==> src/rtl/life_pkg.sv <==
// Shared definitions for the Game-of-Life plot path: grid geometry
// defaults, the two display colours and the plot arbiter state set.
package life_pkg;

    localparam int GRID_W_DEF    = 4;
    localparam int GRID_H_DEF    = 4;
    localparam int CELL_SIZE_DEF = 4;

    localparam logic [2:0] COLOUR_BG   = 3'b000;
    localparam logic [2:0] COLOUR_LIVE = 3'b111;

    typedef enum logic [2:0] {
        ST_IDLE,
        ST_CLEAR,
        ST_PAINT_LOAD,
        ST_PAINT_SIM,
        ST_SIM_WAIT
    } state_e;

    // True when a cell coordinate lies inside a w x h grid.
    function automatic logic cell_in_grid(input logic [7:0] x, input logic [7:0] y,
                                          input int w, input int h);
        return (int'(x) < w) && (int'(y) < h);
    endfunction

endpackage

==> src/rtl/life_cell_painter.sv <==
// Pixel walker for the plot arbiter. Produces one pixel address per step
// in raster order (px fastest). In cell mode it walks a CELL_SIZE square
// at (x*CELL_SIZE, y*CELL_SIZE); in sweep mode it walks the whole grid.
// The pixel presented while start_i is high is the first pixel of the new
// walk, so the caller can register it on the very edge that starts it.
module life_cell_painter
    import life_pkg::*;
#(
    parameter int GRID_W    = GRID_W_DEF,
    parameter int GRID_H    = GRID_H_DEF,
    parameter int CELL_SIZE = CELL_SIZE_DEF
) (
    input  logic       clock,
    input  logic       reset,
    input  logic       start_i,
    input  logic       sweep_i,
    input  logic       step_i,
    input  logic [7:0] cell_x_i,
    input  logic [7:0] cell_y_i,
    output logic [7:0] pix_x_o,
    output logic [7:0] pix_y_o,
    output logic       done_o
);

    localparam logic [7:0] SWEEP_LIM_X = 8'(GRID_W * CELL_SIZE - 1);
    localparam logic [7:0] SWEEP_LIM_Y = 8'(GRID_H * CELL_SIZE - 1);
    localparam logic [7:0] CELL_LIM    = 8'(CELL_SIZE - 1);

    logic [7:0] base_x_q, base_x_d, base_y_q, base_y_d;
    logic [7:0] lim_x_q, lim_x_d, lim_y_q, lim_y_d;
    logic [7:0] px_q, px_d, py_q, py_d;
    logic       done_q, done_d;

    logic [7:0] eff_base_x, eff_base_y, eff_lim_x, eff_lim_y, eff_px, eff_py;
    logic       eff_last;

    // Select the walk being emitted this cycle (fresh start or in progress)
    // and work out where the walk goes after this pixel.
    always_comb begin
        if (start_i) begin
            eff_base_x = sweep_i ? 8'd0 : 8'(int'(cell_x_i) * CELL_SIZE);
            eff_base_y = sweep_i ? 8'd0 : 8'(int'(cell_y_i) * CELL_SIZE);
            eff_lim_x  = sweep_i ? SWEEP_LIM_X : CELL_LIM;
            eff_lim_y  = sweep_i ? SWEEP_LIM_Y : CELL_LIM;
            eff_px     = 8'd0;
            eff_py     = 8'd0;
        end else begin
            eff_base_x = base_x_q;
            eff_base_y = base_y_q;
            eff_lim_x  = lim_x_q;
            eff_lim_y  = lim_y_q;
            eff_px     = px_q;
            eff_py     = py_q;
        end
        eff_last = (eff_px == eff_lim_x) && (eff_py == eff_lim_y);

        base_x_d = eff_base_x;
        base_y_d = eff_base_y;
        lim_x_d  = eff_lim_x;
        lim_y_d  = eff_lim_y;
        px_d     = eff_px;
        py_d     = eff_py;
        done_d   = done_q & ~start_i;
        if (start_i || step_i) begin
            if (eff_last) begin
                done_d = 1'b1;
            end else if (eff_px == eff_lim_x) begin
                px_d = 8'd0;
                py_d = eff_py + 8'd1;
            end else begin
                px_d = eff_px + 8'd1;
            end
        end
    end

    assign pix_x_o = eff_base_x + eff_px;
    assign pix_y_o = eff_base_y + eff_py;
    assign done_o  = done_q & ~start_i;

    // Walk state registers.
    always_ff @(posedge clock or posedge reset) begin
        if (reset) begin
            base_x_q <= 8'd0;
            base_y_q <= 8'd0;
            lim_x_q  <= 8'd0;
            lim_y_q  <= 8'd0;
            px_q     <= 8'd0;
            py_q     <= 8'd0;
            done_q   <= 1'b0;
        end else begin
            base_x_q <= base_x_d;
            base_y_q <= base_y_d;
            lim_x_q  <= lim_x_d;
            lim_y_q  <= lim_y_d;
            px_q     <= px_d;
            py_q     <= py_d;
            done_q   <= done_d;
        end
    end

endmodule

==> src/rtl/life_plot_arbiter.sv <==
// Sole owner of the VGA plot port. Arbitrates between the clear sweep,
// user cell loads and the simulation change stream, expanding each cell
// into a CELL_SIZE x CELL_SIZE block plotted one pixel per clock.
module life_plot_arbiter
    import life_pkg::*;
#(
    parameter int GRID_W         = GRID_W_DEF,
    parameter int GRID_H         = GRID_H_DEF,
    parameter int CELL_SIZE      = CELL_SIZE_DEF,
    parameter bit CLEAR_ON_RESET = 1'b1
) (
    input  logic       clock,
    input  logic       reset,
    input  logic       clear_req,
    output logic       clear_busy,
    input  logic       load_valid,
    output logic       load_ready,
    input  logic [7:0] load_x,
    input  logic [7:0] load_y,
    input  logic [2:0] load_colour,
    input  logic       sim_valid,
    output logic       sim_ready,
    input  logic [7:0] sim_x,
    input  logic [7:0] sim_y,
    input  logic [2:0] sim_colour,
    input  logic       sim_last,
    output logic       gen_done,
    output logic       range_err,
    output logic [7:0] vga_x,
    output logic [7:0] vga_y,
    output logic [2:0] vga_colour,
    output logic       vga_plot
);

    if (GRID_W * CELL_SIZE > 256 || GRID_H * CELL_SIZE > 256) begin : g_span_check
        $error("life_plot_arbiter: grid pixel span exceeds 8-bit VGA coordinates");
    end
    if (CELL_SIZE < 1 || CELL_SIZE > 16 || (CELL_SIZE & (CELL_SIZE - 1)) != 0) begin : g_cell_check
        $error("life_plot_arbiter: CELL_SIZE must be a power of 2 in 1..16");
    end

    state_e     state_q;
    logic       clear_pend_q, clear_pend_d;
    logic [2:0] colour_q;
    logic       last_q;
    logic [7:0] vga_x_q, vga_y_q;
    logic [2:0] vga_colour_q;
    logic       vga_plot_q, gen_done_q, range_err_q;

    logic       is_idle, is_wait, painting;
    logic       load_fire, sim_fire;
    logic [7:0] sel_x, sel_y;
    logic [2:0] sel_colour, emit_colour;
    logic       sel_in_grid, start_clear, cell_start;
    logic       paint_start, paint_step, emit, sweep_end;
    logic [7:0] pix_x, pix_y;
    logic       painter_done;
    state_e     sim_next_st;

    assign is_idle  = (state_q == ST_IDLE);
    assign is_wait  = (state_q == ST_SIM_WAIT);
    assign painting = (state_q == ST_CLEAR) || (state_q == ST_PAINT_LOAD) ||
                      (state_q == ST_PAINT_SIM);

    assign load_ready = is_idle & ~clear_pend_q & ~reset;
    assign sim_ready  = ((is_idle & ~clear_pend_q & ~load_valid) | is_wait) & ~reset;
    assign load_fire  = load_valid & load_ready;
    assign sim_fire   = sim_valid & sim_ready;

    // Route the accepted requester's cell to the painter and the FSM.
    always_comb begin
        sel_x      = sim_x;
        sel_y      = sim_y;
        sel_colour = sim_colour;
        if (load_fire) begin
            sel_x      = load_x;
            sel_y      = load_y;
            sel_colour = load_colour;
        end
    end

    assign sel_in_grid = cell_in_grid(sel_x, sel_y, GRID_W, GRID_H);
    assign start_clear = is_idle & clear_pend_q;
    assign cell_start  = (load_fire | sim_fire) & sel_in_grid;
    assign paint_start = start_clear | cell_start;
    assign paint_step  = painting & ~painter_done;
    assign emit        = paint_start | paint_step;
    assign emit_colour = cell_start ? sel_colour : (start_clear ? COLOUR_BG : colour_q);
    assign sweep_end   = (state_q == ST_CLEAR) & painter_done;

    // A request arriving in the sweep's final cycle survives the clear-down.
    assign clear_pend_d = clear_req | (clear_pend_q & ~sweep_end);

    // Where an accepted simulation beat sends the FSM; off-grid beats paint nothing.
    always_comb begin
        sim_next_st = ST_PAINT_SIM;
        if (!sel_in_grid) begin
            sim_next_st = sim_last ? ST_IDLE : ST_SIM_WAIT;
        end
    end

    life_cell_painter #(
        .GRID_W   (GRID_W),
        .GRID_H   (GRID_H),
        .CELL_SIZE(CELL_SIZE)
    ) u_painter (
        .clock   (clock),
        .reset   (reset),
        .start_i (paint_start),
        .sweep_i (start_clear),
        .step_i  (paint_step),
        .cell_x_i(sel_x),
        .cell_y_i(sel_y),
        .pix_x_o (pix_x),
        .pix_y_o (pix_y),
        .done_o  (painter_done)
    );

    // Arbitration FSM with registered VGA strobe, gen_done pulse and sticky range error.
    always_ff @(posedge clock or posedge reset) begin
        if (reset) begin
            state_q      <= ST_IDLE;
            clear_pend_q <= CLEAR_ON_RESET;
            colour_q     <= 3'b000;
            last_q       <= 1'b0;
            vga_x_q      <= 8'd0;
            vga_y_q      <= 8'd0;
            vga_colour_q <= 3'b000;
            vga_plot_q   <= 1'b0;
            gen_done_q   <= 1'b0;
            range_err_q  <= 1'b0;
        end else begin
            clear_pend_q <= clear_pend_d;
            gen_done_q   <= 1'b0;
            vga_plot_q   <= emit;
            if (emit) begin
                vga_x_q      <= pix_x;
                vga_y_q      <= pix_y;
                vga_colour_q <= emit_colour;
            end
            if (load_fire || sim_fire) begin
                colour_q <= sel_colour;
                last_q   <= sim_fire & sim_last;
                if (!sel_in_grid) begin
                    range_err_q <= 1'b1;
                    if (sim_fire && sim_last) begin
                        gen_done_q <= 1'b1;
                    end
                end
            end
            case (state_q)
                ST_IDLE: begin
                    if (start_clear) begin
                        colour_q <= COLOUR_BG;
                        state_q  <= ST_CLEAR;
                    end else if (load_fire) begin
                        state_q <= sel_in_grid ? ST_PAINT_LOAD : ST_IDLE;
                    end else if (sim_fire) begin
                        state_q <= sim_next_st;
                    end
                end
                ST_SIM_WAIT: begin
                    if (sim_fire) begin
                        state_q <= sim_next_st;
                    end
                end
                ST_CLEAR, ST_PAINT_LOAD: begin
                    if (painter_done) begin
                        state_q <= ST_IDLE;
                    end
                end
                ST_PAINT_SIM: begin
                    if (painter_done) begin
                        gen_done_q <= last_q;
                        state_q    <= last_q ? ST_IDLE : ST_SIM_WAIT;
                    end
                end
                default: state_q <= ST_IDLE;
            endcase
        end
    end

    assign clear_busy = clear_pend_q | (state_q == ST_CLEAR);
    assign gen_done   = gen_done_q;
    assign range_err  = range_err_q;
    assign vga_x      = vga_x_q;
    assign vga_y      = vga_y_q;
    assign vga_colour = vga_colour_q;
    assign vga_plot   = vga_plot_q;

endmodule

==> config.mk <==
export PLATFORM = sky130hd
export DESIGN_NAME = life_plot_arbiter
export DESIGN_NICKNAME = d
export VERILOG_FILES = /design/src/rtl/life_pkg.sv /design/src/rtl/life_cell_painter.sv /design/src/rtl/life_plot_arbiter.sv
export SDC_FILE = /design/constraint.sdc
export NUM_CORES = 1
export LEC_CHECK = 0
export BUFFER_PORTS_ARGS = -buffer_cell sky130_fd_sc_hd__buf_2
export CORE_MARGIN = 3
export CORE_UTILIZATION = 57
export CTS_CLUSTER_DIAMETER = 120
export CTS_CLUSTER_SIZE = 14
export DETAILED_ROUTE_END_ITERATION = 16
export GPL_TIMING_DRIVEN = 1
export PLACE_DENSITY = 0.8
export SLEW_MARGIN = 20
export SYNTH_ARGS = -nofsm -noshare
export SYNTH_HDL_FRONTEND = slang
export SYNTH_SLANG_ARGS = --single-unit
==> constraint.sdc <==
create_clock -name clock -period 5 [get_ports clock]
set_input_delay 0.5 -clock clock [delete_from_list [all_inputs] [get_ports clock]]
set_output_delay 0.5 -clock clock [all_outputs]
set_load 0.02 [all_outputs]
==> reports/qor.yml <==
synth:
  ys_async_sr_fraction_pct: 100
  yosysUniqueCellTypes: 69
  ys_ff_latch: 79
  syn-cell-area_um2: 4440
  yosys_most_used_dff: "dfrtp_1"
  syn_inst: 476
  synthesis.nets: 524
  ys_seq_area_share_pct: 44.5
  syn_area_per_cell_um2: 9.33
  ys_warn_count: 0
  synth_edf_count: 0
routing:
  wl_met3_um: 687
  via_per_inst: 6.08
  drc: 0
  wl_met2_mm: 5.62
  num_vias: 3871
  drt-pass1-iter-count: 4
  ant_nets: 0
  routed.top_layer: "met4"
  wl_met1_mm: 4.78
  drt_iter0_markers: 174
  post_drt_wl_per_cell_um: 17.7
  drt-total-wl_mm: 11.3
timing:
  rsz0062_at_grt: "false"
  maxSlewHeadroom_pct: 44.4
  max_freq_ghz: 0.254
  timing.final.crit_share_pct: 78.6
  slew_violations: 0
  setup_tns_ps: 0
  hold_ws_ps: 273
  setup_viol: 0
  worst_pin_slew_ps: 829
  clock_skew_ps: 10.8
  fin_crit_ps: 3930
  hold_viol_final: 0
cts:
  cts_made_buffers: 9
  cts_sinks: 79
  root_buffer: "clkbuf_8"
  clock_path_buffers: 2
  hold_buffers: 0
  cts_resized: 0
  postCtsSetupBuffers: 0
  cts_tree: "built"
  clk_latency_ps: 360
  path_clk_slew_ps: 90
  htreeDepth: 3
worst_setup_path:
  slowest_delay_ps: 490
  path_cells: "nor4b_4 -> a211o_1 -> o22a_1 -> nor2_1 -> a31o_2 -> ha_1 -> a21oi_1 -> o31ai_1 -> a21oi_1 -> nor2_1 -> maj3_2 -> maj3_2 -> a211o_1"
  crit_arrival_ps: 4180
  reg2reg_depth: 13
  reg2reg_to: "vga_x[7]"
  path_class: "flip-flop to flip-flop"
  end_kind: "flip-flop"
  critPathMaxFanout: 17
  reg2reg_slack_ps: 1070
  required_ps: 5250
  reg2reg_from: "state_q[2]"
  start_kind: "flip-flop"
  cpMaxStageDelayCell: "dfrtp_1"
finish:
  final_net_count: 581
  antenna_cells: 0
  final_cell_mix: "dfrtp_1 (78), buf_2 (68), nor2_1 (56)"
  final_common_cell: "dfrtp_1"
  area_growth_syn_to_layout_pct: 13.2
  drive_gt1_share_pct: 22.3
grt:
  grt_pass1_vias: 3765
  grt_usage_pct: 26.0
  grt_pass1_wl_mm: 18.1
  grt_max_degree: 51
  antenna_found_initial: 0
  gr-total-overflow: 0
floorplanning:
  rows: 31
  io_pins: 69
  die_x_um: 94.3
  dieArea_um2: 8890
  die_height_um: 94.3
  design.core.area_um2: 7410
  initial_core_util_pct: 60.0
worst_hold_path:
  hold_path_class: "input pin to async pin"
power:
  leakagePower_nw: 2.42
  p_per_area_nw_per_um2: 223
  vdd_ir_drop_max_uv: 138
placed_design:
  place.gp.congestion: 0.824
  dp_hpwl_mm: 7.85
  io_buffers: 68
status:
  status: "finished, final reports clean"
job:
  drv_cap: 0
==> registers in the layout (all words and copies together) (netlist names), named ones only <==
name and count:
u_painter.py_q 8, range_err 1, clear_pend_q 1, vga_y 8
u_painter.px_q 8, u_painter.lim_x_q 8, state_q 3, u_painter.lim_y_q 8
vga_plot 1, last_q 1, u_painter.base_x_q 8, u_painter.base_y_q 7
vga_colour 3, vga_x 8, gen_done 1, u_painter.done_q 1
colour_q 3
==> final cells by class <==
cell class / count / area (um2)
Clock buffer: 10 / 138
Clock inverter: 6 / 42.5
Fill cell: 580 / 2380
Inverter: 8 / 30.0
Multi-Input combinational cell: 355 / 2290
Sequential cell: 79 / 1980
Tap cell: 99 / 124
Timing Repair Buffer: 80 / 430
==> power by group <==
group          leakage [nW]  switching (mW)  internal (mW)
clock network        0.0891           0.251          0.196
registers              1.01        0.000297          0.639
logic                  1.32          0.0218         0.0156
==> per-stage QoR <==
step	std cells	worst slack [ps]	instance area, um2	total power [mW]	utilization [%]
CTS	637	1080	5030	1.13	67.9
finish	637	1070	5030	1.12	67.9
floorplan	476	1040	4440	0.667	-
global placement	621	1070	4850	0.689	65.5
detailed placement	621	915	4850	0.690	65.5
global route	637	851	5030	1.15	67.9
==> routing by layer <==
| layer | GRT usage (%) | vias up |
|---|---|---|
| li1 | - | 1804 |
| met1 | 34.6 | 1913 |
| met2 | 43.2 | 137 |
| met3 | 4.65 | 17 |
| met4 | 8.06 | 0 |
| met5 | 0 | - |
==> how the worst max path moves through the flow <==
stage / start / end / depth (start not counted)
4_1_cts: state_q[2] / vga_x[7] / 13
2_1_floorplan: sim_x[4] / vga_y[6] / 15
5_1_grt: state_q[2] / vga_x[7] / 13
6_report: state_q[2] / vga_x[7] / 13
3_3_place_gp: sim_x[4] / vga_x[7] / 13
3_5_place_dp: sim_x[4] / vga_x[7] / 13
==> kinds of logic (layout without fill, tap and decap cells) <==
| group | Yosys count | in the layout | synth area share [%] |
|---|---|---|---|
| AO/OA/AOI/OAI | 101 | 101 | 15.8 |
| XOR/XNOR | 42 | 42 | 8.28 |
| adder cells (fa/ha/maj) | 11 | 11 | 2.79 |
| buffers and inverters | 42 | 104 | 3.97 |
| flip-flops | 79 | 79 | 44.5 |
| multiplexers | 13 | 13 | 3.24 |
| AND/OR/NAND/NOR | 188 | 188 | 21.4 |
==> critical path, delay by kind of cell (launching register included) <==
family / cells / cell delay, ps
compound gates: 7 / 1730
fa+ha+maj: 3 / 970
simple gates: 3 / 610
flops: 1 / 490
==> synth_stat cells, types with 3 or more instances <==
master    instances  area (um2)
dfrtp_1          78        1950
nor2_1           56         210
nand2_1          38         143
xnor2_1          32         280
and3_1           30         188
a21oi_1          27         135
clkbuf_1         26        97.6
nand3_1          15        75.1
o21ai_0          13        65.1
mux2i_1          11         110
xor2_1           10        87.6
o22ai_1           9        56.3
nand4_1           8        50.1
nor3_1            8        40.0
inv_1             7        26.3
a211oi_1          6        45.0
buf_1             5        18.8
nand2b_1          5        31.3
nor4_1            5        31.3
o21a_1            5        37.5
a31o_2            4        35.0
ha_1              4        50.1
maj3_1            4        40.0
or3_1             4        25.0
a31oi_1           3        18.8
maj3_2            3        33.8
o21ai_1           3        15.0
o31ai_1           3        22.5
or4_1             3        22.5
(Power assumes the default switching activity.)
